### config.mk
export PLATFORM = sky130hd
export DESIGN_NAME = pipe_skid_stage
export DESIGN_NICKNAME = d
export VERILOG_FILES = /design/src/rtl/pipe_skid_stage.sv
export SDC_FILE = /design/constraint.sdc
export NUM_CORES = 1
export LEC_CHECK = 0
export CORE_MARGIN = 1
export CORE_UTILIZATION = 45
export CTS_BUF_LIST = sky130_fd_sc_hd__clkbuf_2 sky130_fd_sc_hd__clkbuf_4 sky130_fd_sc_hd__clkbuf_8
export DETAILED_ROUTE_END_ITERATION = 7
export GPL_ROUTABILITY_DRIVEN = 0
export PLACE_DENSITY = 0.72
export SYNTH_ARGS = -nofsm -noshare
export SYNTH_HDL_FRONTEND = slang
export SYNTH_SLANG_ARGS = --single-unit
### constraint.sdc
create_clock -name CLOCK -period 4.13 [get_ports CLOCK]
set_input_delay 0.826 -clock CLOCK [delete_from_list [all_inputs] [get_ports CLOCK]]
set_output_delay 0.826 -clock CLOCK [all_outputs]
set_load 0.01 [all_outputs]
### src/rtl/pipe_skid_stage.sv
// Generic inter-stage pipeline register with valid/ready handshake and two-entry skid buffer.
// Adds flush-to-bubble and a saturating count of stalled cycles; ready is registered-only to cut the stall path.
module pipe_skid_stage #(
    parameter int                    DATA_WIDTH   = 64,
    parameter logic [DATA_WIDTH-1:0] BUBBLE_VALUE = '0,
    parameter int                    COUNT_WIDTH  = 16
) (
    input  logic                   CLOCK,
    input  logic                   RESET,
    input  logic                   STALL,
    input  logic                   FLUSH,
    input  logic                   IN_VALID,
    output logic                   IN_READY,
    input  logic [DATA_WIDTH-1:0]  DATA_IN,
    output logic                   OUT_VALID,
    output logic [DATA_WIDTH-1:0]  DATA_OUT,
    output logic [1:0]             OCCUPANCY,
    output logic [COUNT_WIDTH-1:0] STALL_COUNT
);

    // state | meaning: S_EMPTY no entry held; S_ONE main valid; S_FULL main and skid valid
    typedef enum logic [1:0] {
        S_EMPTY = 2'd0,
        S_ONE   = 2'd1,
        S_FULL  = 2'd2
    } state_t;

    localparam logic [COUNT_WIDTH-1:0] CNT_MAX = {COUNT_WIDTH{1'b1}};

    state_t                 r_state;
    logic [DATA_WIDTH-1:0]  r_main;
    logic [DATA_WIDTH-1:0]  r_skid;
    logic [COUNT_WIDTH-1:0] r_stall_count;

    logic w_in_ready;
    logic w_out_valid;
    logic w_accept;
    logic w_drain;

    assign w_in_ready  = RESET & (r_state != S_FULL);
    assign w_out_valid = (r_state != S_EMPTY);
    assign w_accept    = IN_VALID & w_in_ready;
    assign w_drain     = w_out_valid & ~STALL;

    assign IN_READY    = w_in_ready;
    assign OUT_VALID   = w_out_valid;
    assign DATA_OUT    = w_out_valid ? r_main : BUBBLE_VALUE;
    assign STALL_COUNT = r_stall_count;

    always_comb begin
        OCCUPANCY = 2'd0;
        case (r_state)
            S_ONE:   OCCUPANCY = 2'd1;
            S_FULL:  OCCUPANCY = 2'd2;
            default: OCCUPANCY = 2'd0;
        endcase
    end

    always_ff @(posedge CLOCK or negedge RESET) begin
        if (!RESET) begin
            r_state <= S_EMPTY;
            r_main  <= BUBBLE_VALUE;
            r_skid  <= BUBBLE_VALUE;
        end else if (FLUSH) begin
            // a beat accepted this cycle is consumed upstream and dropped here
            r_state <= S_EMPTY;
            r_main  <= BUBBLE_VALUE;
            r_skid  <= BUBBLE_VALUE;
        end else begin
            case (r_state)
                S_EMPTY: begin
                    if (w_accept) begin
                        r_state <= S_ONE;
                        r_main  <= DATA_IN;
                    end
                end
                S_ONE: begin
                    if (w_accept && w_drain) begin
                        r_main <= DATA_IN;
                    end else if (w_accept) begin
                        r_state <= S_FULL;
                        r_skid  <= DATA_IN;
                    end else if (w_drain) begin
                        r_state <= S_EMPTY;
                        r_main  <= BUBBLE_VALUE;
                    end
                end
                S_FULL: begin
                    if (w_drain) begin
                        r_state <= S_ONE;
                        r_main  <= r_skid;
                        r_skid  <= BUBBLE_VALUE;
                    end
                end
                default: begin
                    r_state <= S_EMPTY;
                    r_main  <= BUBBLE_VALUE;
                    r_skid  <= BUBBLE_VALUE;
                end
            endcase
        end
    end

    always_ff @(posedge CLOCK or negedge RESET) begin
        if (!RESET) begin
            r_stall_count <= '0;
        end else if (w_out_valid && STALL && !FLUSH && (r_stall_count != CNT_MAX)) begin
            r_stall_count <= r_stall_count + COUNT_WIDTH'(1);
        end
    end

endmodule

# After elaboration in Yosys (flattened, before gate mapping)

Cells that the tools add are included.

Add/sub/neg operators: 1
Equality and inequality tests: 12
Muxes and demuxes: 19
Bitwise gates (word level): 4
Reduce and logical (&&, ||, !) cells: 10

Operator list:

| kind                                                             | number |
|---|---|
| 64-bit two-way mux                                               | 9 |
| 64-bit one-hot mux with 3 select lines                           | 2 |
| 16-bit by 1-bit adder with 16-bit output (second input constant) | 1 |
| 16-bit inequality test (second input constant)                   | 1 |
| 2-bit two-way mux                                                | 6 |
| 3-bit inequality test (second input constant)                    | 4 |
| 4-bit inequality test (second input constant)                    | 3 |
| 4-bit AND reduction                                              | 3 |
| 2-bit one-hot mux with 3 select lines                            | 1 |
| 1-bit logical AND                                                | 4 |
| 2-bit inequality test (second input constant)                    | 2 |
| 2-bit one-hot mux with 2 select lines                            | 1 |
| 1-bit bitwise AND                                                | 3 |
| 2-bit by 1-bit == test with 1-bit output (second input constant) | 1 |
| 2-bit == test (second input constant)                            | 1 |
| 2-bit zero test                                                  | 1 |
| 2-bit nonzero test                                               | 1 |
| 1-bit zero test                                                  | 1 |
| 1-bit NOT                                                        | 1 |

Register bits after elaboration: 146
Input bits: 69
Output and inout bits: 84
Logic and storage cells: 50

# Depth between registers and ports, before layout

Gate-level depths: netlist of run 1.

Depth in word-level cells: 7
Mapped depth: 8
Gate-level depth less buffers: 5

# Worst setup path before layout of run 1

OpenSTA, ideal clock, no wires.

Kind: register to output
From: register r_state[0]
To: output port DATA_OUT[14]
Data arrival time: 1353 ps
Path slack: 1951 ps
Cell stages (with the launch flop): 7
Path buffers: 4
Cells stage by stage: dfrtp_1 buf_6 or2_1 buf_2 clkbuf_1 clkbuf_1 and2_1

Word-level cells in the longest chain between the ends: 2

Ends and longest elaborated chain:

| what                   | line | source |
|---|---|---|
| start, declared        | 30   | `state_t r_state;` |
| start signal, assigned | 61   | `r_state <= S_EMPTY;` |
| start signal, assigned | 66   | `r_state <= S_EMPTY;` |
| start signal, assigned | 73   | `r_state <= S_ONE;` |
| 2-bit nonzero test     | 41   | `assign w_out_valid = (r_state != S_EMPTY);` |
| 64-bit two-way mux     | 47   | `assign DATA_OUT = w_out_valid ? r_main : BUBBLE_VALUE;` |
| end, declared          | 16   | `output logic [DATA_WIDTH-1:0] DATA_OUT,` |

No other way between the ends.

# Worst setup path after layout of run 1

From: register r_state[1]
To: output port OCCUPANCY[1]

Word-level cells in the longest chain between the ends: 2

Ends and longest elaborated chain:

| what                                                                      | line | source |
|---|---|---|
| 2-bit == test or 2-bit by 1-bit == test with 1-bit output (tied branches) | 52   | `case (r_state)` |
| 2-bit one-hot mux with 2 select lines *                                   | 52   |  |
| end, declared                                                             | 17   | `output logic [1:0] OCCUPANCY,` |

Mark *: on every way between the ends. The rest lies on a longest branch, timed or not.

==> impl_metrics.ini, run 1 <==
[finish]
diodes = 0
layout_commonest_cell = clkdlybuf4s50_1
final_nets = 939
n_fill_cell = 1314
drive_above_1_share_pct = 6.92
areaGrowthSynthToFinish_pct = 28.1
final_cell_mix = clkdlybuf4s50_1 (151), dfrtp_1 (144), nand2_1 (135)
post-route-util_pct = 59.8

[clock_network]
cts.htree.levels = 4
clock_latency_ps = 450
cts_sinks = 146
ctsHoldBuffers = 0
post_cts_buffers = 0
numCtsBuffers = 17
clkTransAtPathRegs_ps = 80
cts_resized = 0
cts_root_buf = clkbuf_8
ctsLongestPathBuffers = 2
cts_tree = built

[place]
port_buffers = 152
post-place-ws_ps = 974
dpl.hpwl_mm = 11.9

[floorplan]
die_w_um = 128
rows = 45
io_pins = 153
die_h_um = 128
dieArea_mm2 = 0.0164
start_util_pct = 46.7
fp.coreArea_mm2 = 0.0154

[global_routing]
use_met1_pct = 31.7
use_met2_pct = 37.4
overflow = 0
grt_antenna_before_repair = 0
grt_max_degree = 77
grt_pass1_wl_mm = 29.8
grt-busiest-layer = met2
grt_pass1_vias = 5757
use_met3_pct = 4.97
track_usage_pct = 23.5

[logic_synthesis]
synth_top_area_share_pct = 50.9
synth_top_family_by_area = compound AO/OA/AOI/OAI gates
syn-num-nets = 815
synth_compound_area_share_pct = 18.8
synthAdderAreaFrac_pct = 0.174
synthTopCellsByArea = dfrtp_1 (51%), o2bb2ai_1 (7.8%), nand2_1 (7.1%)
ys.flop_type = dfrtp_1
avgSynthCellArea_um2 = 9.63
ys_ff_latch = 146
synth-simple-area-share_pct = 18.5
synth_cell_types = 46
syn-cell-area_mm2 = 0.00717
ys.warnings.count = 0
ys_async_sr_fraction_pct = 100
synthCells = 745
synth-xor-area-share_pct = 1.83
synth_top_area_cell = dfrtp_1
synth.area.mux_share_pct = 5.48
yosysSeqAreaShare_pct = 50.9
synth_edf_count = 0

[drt]
wl_mm = 18.3
routedWlPerCell_um = 16.7
num_vias = 6013
drc = 0
via_per_inst = 5.51
ant_nets = 0
first_pass_iters = 5
drt_iter0_drc = 452

[sta]
slew_headroom_pct = 45.4
holdWs_ps = 233
final_max_slew_viol_count = 0
period_share_pct = 84.7
fin_skew_ps = 11.0
fin_tns_setup_ps = 0
rsz0062_at_grt = false
setup_viol = 0
fin_crit_ps = 3500
finalHoldViolCount = 0
max_freq_mhz = 286
tightest_slew_ps = 817
layout_setup_ws_ps = 630

[worst_setup_path]
crit_path_start_kind = flip-flop
cpPeakStageDelay_ps = 680
cp_data_required_time_ps = 3300
cp_num_buf_inv = 2
slowest_stage = clkdlybuf4s50_1
crit_arrival_ps = 2670
crit_family = buffers and inverters
worstPathCellList = buf_4, nor2b_4, clkdlybuf4s50_1
critical_path.max_fanout = 43
worstSetupEndpointType = primary output
criticalPathCategory = flip-flop to primary output

[pwr]
leakage_nw = 3.83
powerDensity_mw_per_mm2 = 329
max-vdd-ir-drop_uv = 165

[run]
maxCapViolCount = 0

[status]
outcome = completed

[worst_hold_path]
hold_path_class = input pin to async pin
metal layers:
metal  up-vias  wire length [um]
met3        18              1130
met2       222              8550
met4         0               277
li1       2836                 -
met1      2937              8330
met5         -                 0
path summary, 6_finish.rpt:
kind	from	to	slack, ps	depth (start not counted)
worst max-delay path	r_state[1]	OCCUPANCY[1]	630	3
worst min-delay path	RESET	r_state[0]	230	1
worst max register to register	r_state[1]	r_main[8]	920	7
worst min register to register	r_skid[14]	r_skid[14]	480	2
max in group asynchronous	RESET	STALL_COUNT[4]	2820	2
min in group CLOCK	r_skid[14]	r_skid[14]	480	2
cells by family after synthesis:
kind of cell | count (synthesis)
AND/OR/NAND/NOR | 280
AO/OA/AOI/OAI | 202
flip-flops | 146
buffers and inverters | 62
multiplexers | 39
XOR/XNOR | 15
adder cells (fa/ha/maj) | 1
synthesized netlist by cell type (3+ instances only):
| cell | count |
|---|---|
| o2bb2ai_1 | 64 |
| nor3_1 | 8 |
| clkbuf_1 | 35 |
| buf_2 | 14 |
| mux2i_1 | 37 |
| a21oi_1 | 38 |
| dfrtp_1 | 146 |
| buf_6 | 7 |
| o21ai_0 | 56 |
| xor2_1 | 13 |
| nor2_1 | 43 |
| o21ai_1 | 9 |
| nand2b_1 | 3 |
| nand2_1 | 135 |
| and2_1 | 64 |
| nand4_1 | 5 |
| a22oi_1 | 27 |
| nand3_1 | 5 |
final cells by class:
| class | count | area [um^2] | share of cell area [%] |
|---|---|---|---|
| repair buffers | 165 | 1660 | 18.0 |
| clock inverters | 6 | 30.0 | 0.327 |
| inverters | 2 | 7.51 | 0.0817 |
| well taps | 211 | 264 | 2.87 |
| multi-input cells | 537 | 3250 | 35.3 |
| flip-flops and latches | 146 | 3660 | 39.8 |
| clock buffers | 25 | 325 | 3.54 |
metrics by stage:
stage,std cells,area (um^2),power (mW)
floorplan,745,7170,1.80
global placement,1061,8830,2.01
detailed placement,1061,8830,2.03
CTS,1092,9190,3.05
global route,1092,9190,3.16
finish,1092,9190,3.02
report_power, final:
part	total, mW	internal [mW]	switching [mW]
Sequential	1.56	1.50	0.0558
Combinational	0.446	0.200	0.246
Clock	1.02	0.506	0.513
registers in the layout, indices dropped and copies added, names as in the netlist:
name and flops:
r_main 64, r_skid 64, STALL_COUNT 16, r_state 2
No activity file was read; power rests on OpenSTA's default activity.
==> inputs of run 2 (changes only) <==
clock period = 3.7 ns   (was 4.13 ns; I/O delays follow)
==> run 2 against run 1 <==
Net effect: largest cell class unchanged; flip-flop and latch count is the same; die area is the same; worst setup slack lost 76 ps; critical path depth grew 1; core utilization grew 0.75 points; clock power grew 45%; routed wire length grew 2.3%; critical endpoint is now IN_READY; global-route usage grew 0.64 points; sequential share of layout area shrank 0.49 points; critical path type unchanged; worst hold slack lost 110 ps.
==> impl_metrics.ini, run 2 (same netlist as run 1, synthesis figures left out) <==
[worst_setup_path]
cpPeakStageDelay_ps = 580
criticalPathCategory = flip-flop to primary output
slowest_stage = buf_4
r2r_slack_ps = 970
critical_path.max_fanout = 43
cp_data_required_time_ps = 2960
worstSetupEndpointType = primary output
worstPathCellList = buf_4, nor2b_4, nor2b_1, clkdlybuf4s50_1
crit_path_end = IN_READY
r2r_end = r_main[2]
crit_path_start_kind = flip-flop
reg2reg_from = r_state[1]
crit_arrival_ps = 2410
cp-startpoint = r_state[1]
rr_worst_depth = 7

[clock_network]
ctsHoldBuffers = 0
clock_latency_ps = 440
cts_resized = 0
cts_tree = built
ctsLongestPathBuffers = 2
cts_root_buf = clkbuf_8
cts_sinks = 146
post_cts_buffers = 0
numCtsBuffers = 17
cts.htree.levels = 4
clkTransAtPathRegs_ps = 80

[sta]
finalHoldViolCount = 0
max_freq_mhz = 318
rsz0062_at_grt = false
slew_headroom_pct = 40.9
setup_viol = 0
fin_skew_ps = 8.64
fin_tns_setup_ps = 0
fin_crit_ps = 3150
tightest_slew_ps = 885
final_max_slew_viol_count = 0
period_share_pct = 85.0

[finish]
drive_above_1_share_pct = 7.34
areaGrowthSynthToFinish_pct = 29.7
layout_commonest_cell = clkdlybuf4s50_1
diodes = 0
final_cell_mix = clkdlybuf4s50_1 (151), dfrtp_1 (144), nand2_1 (135)
n_fill_cell = 1275
final_nets = 942
post-route-util_pct = 60.5

[drt]
routedWlPerCell_um = 17.1
ant_nets = 0
first_pass_iters = 6
via_per_inst = 5.46
drt_iter0_drc = 451
num_vias = 5985
drc = 0
wl_mm = 18.7

[floorplan]
fp.coreArea_mm2 = 0.0154
io_pins = 153
die_h_um = 128
die_w_um = 128
start_util_pct = 46.7
rows = 45
dieArea_mm2 = 0.0164

[global_routing]
overflow = 0
grt_antenna_before_repair = 0
grt_pass1_vias = 5998
track_usage_pct = 24.1
grt_max_degree = 81
grt_pass1_wl_mm = 30.9

[place]
port_buffers = 152
dpl.hpwl_mm = 12.1

[pwr]
switching_power_mw = 0.927
seq_power_share_pct = 46.8
leakage_nw = 3.89
pwr-share-clk_pct = 39.9
powerDensity_mw_per_mm2 = 400
comb_power_share_pct = 13.3
max-vdd-ir-drop_uv = 198
switching_share_pct = 24.9
p_int_mw = 2.80

[run]
maxCapViolCount = 0

[worst_hold_path]
hold_path_class = input pin to async pin

[status]
outcome = completed
run 2: cell types whose count changed in the layout (fill, tap and decap cells not counted), sizes merged:
cell	change
bufinv	+6
clkbuf	-5
buf	+3
run 2: stage by stage:
stage | instance area, um^2 | setup slack (ps) | instances | hold slack, ps | power [mW]
finish | 9300 | 554 | 1096 | 127 | 3.72
floorplan | 7170 | 1610 | 745 | 444 | 2.01
detailed placement | 8830 | 896 | 1064 | 466 | 2.27
global placement | 8830 | 1000 | 1064 | 461 | 2.25
CTS | 9300 | 503 | 1096 | 102 | 3.75
global route | 9300 | 399 | 1096 | 102 | 3.88
run 2: worst min path at each step:
stage / from / to / slack (ps) / cells past startpoint
3_3_place_gp: r_skid[42] / r_skid[42] / 460 / 2
3_5_place_dp: r_main[35] / r_main[35] / 470 / 1
6_report: RESET / r_skid[10] / 130 / 1
5_1_grt: RESET / r_skid[10] / 100 / 1
2_1_floorplan: RESET / STALL_COUNT[0] / 440 / 0
4_1_cts: RESET / r_skid[7] / 100 / 1
run 2: critical path: cells and delay by family (launching register included):
| family | cells | cell delay [ps] |
|---|---|---|
| buffers and inverters | 2 | 1070 |
| AND/OR/NAND/NOR | 2 | 490 |
| flip-flops | 1 | 350 |
run 2: power groups by stage:
stage                     sequential (mW)  combinational, mW  clock, mW
final                                1.74              0.497       1.48
after CTS                            1.74              0.503       1.50
after detailed placement             1.77              0.501          0
after global routing                 1.75              0.551       1.57
after global placement               1.77              0.483          0
after floorplan                      1.76              0.251          0
run 2: area by class of cell:
cell class,count,area [um^2],area share [%]
Clock buffer,20,263,2.82
Clock inverter,12,210,2.26
Inverter,2,7.51,0.0807
Multi-Input combinational cell,537,3250,34.9
Sequential cell,146,3660,39.3
Tap cell,211,264,2.84
Timing Repair Buffer,168,1660,17.8
run 2: metal layers:
layer	up-vias	part of all wire, %	global-route usage, %	wire length [um]
li1	2844	-	-	-
met1	2924	45	33.3	8510
met2	197	48	38.1	8920
met3	20	5.4	4.67	1010
met4	0	1.4	8.10	271
met5	-	0	0	0
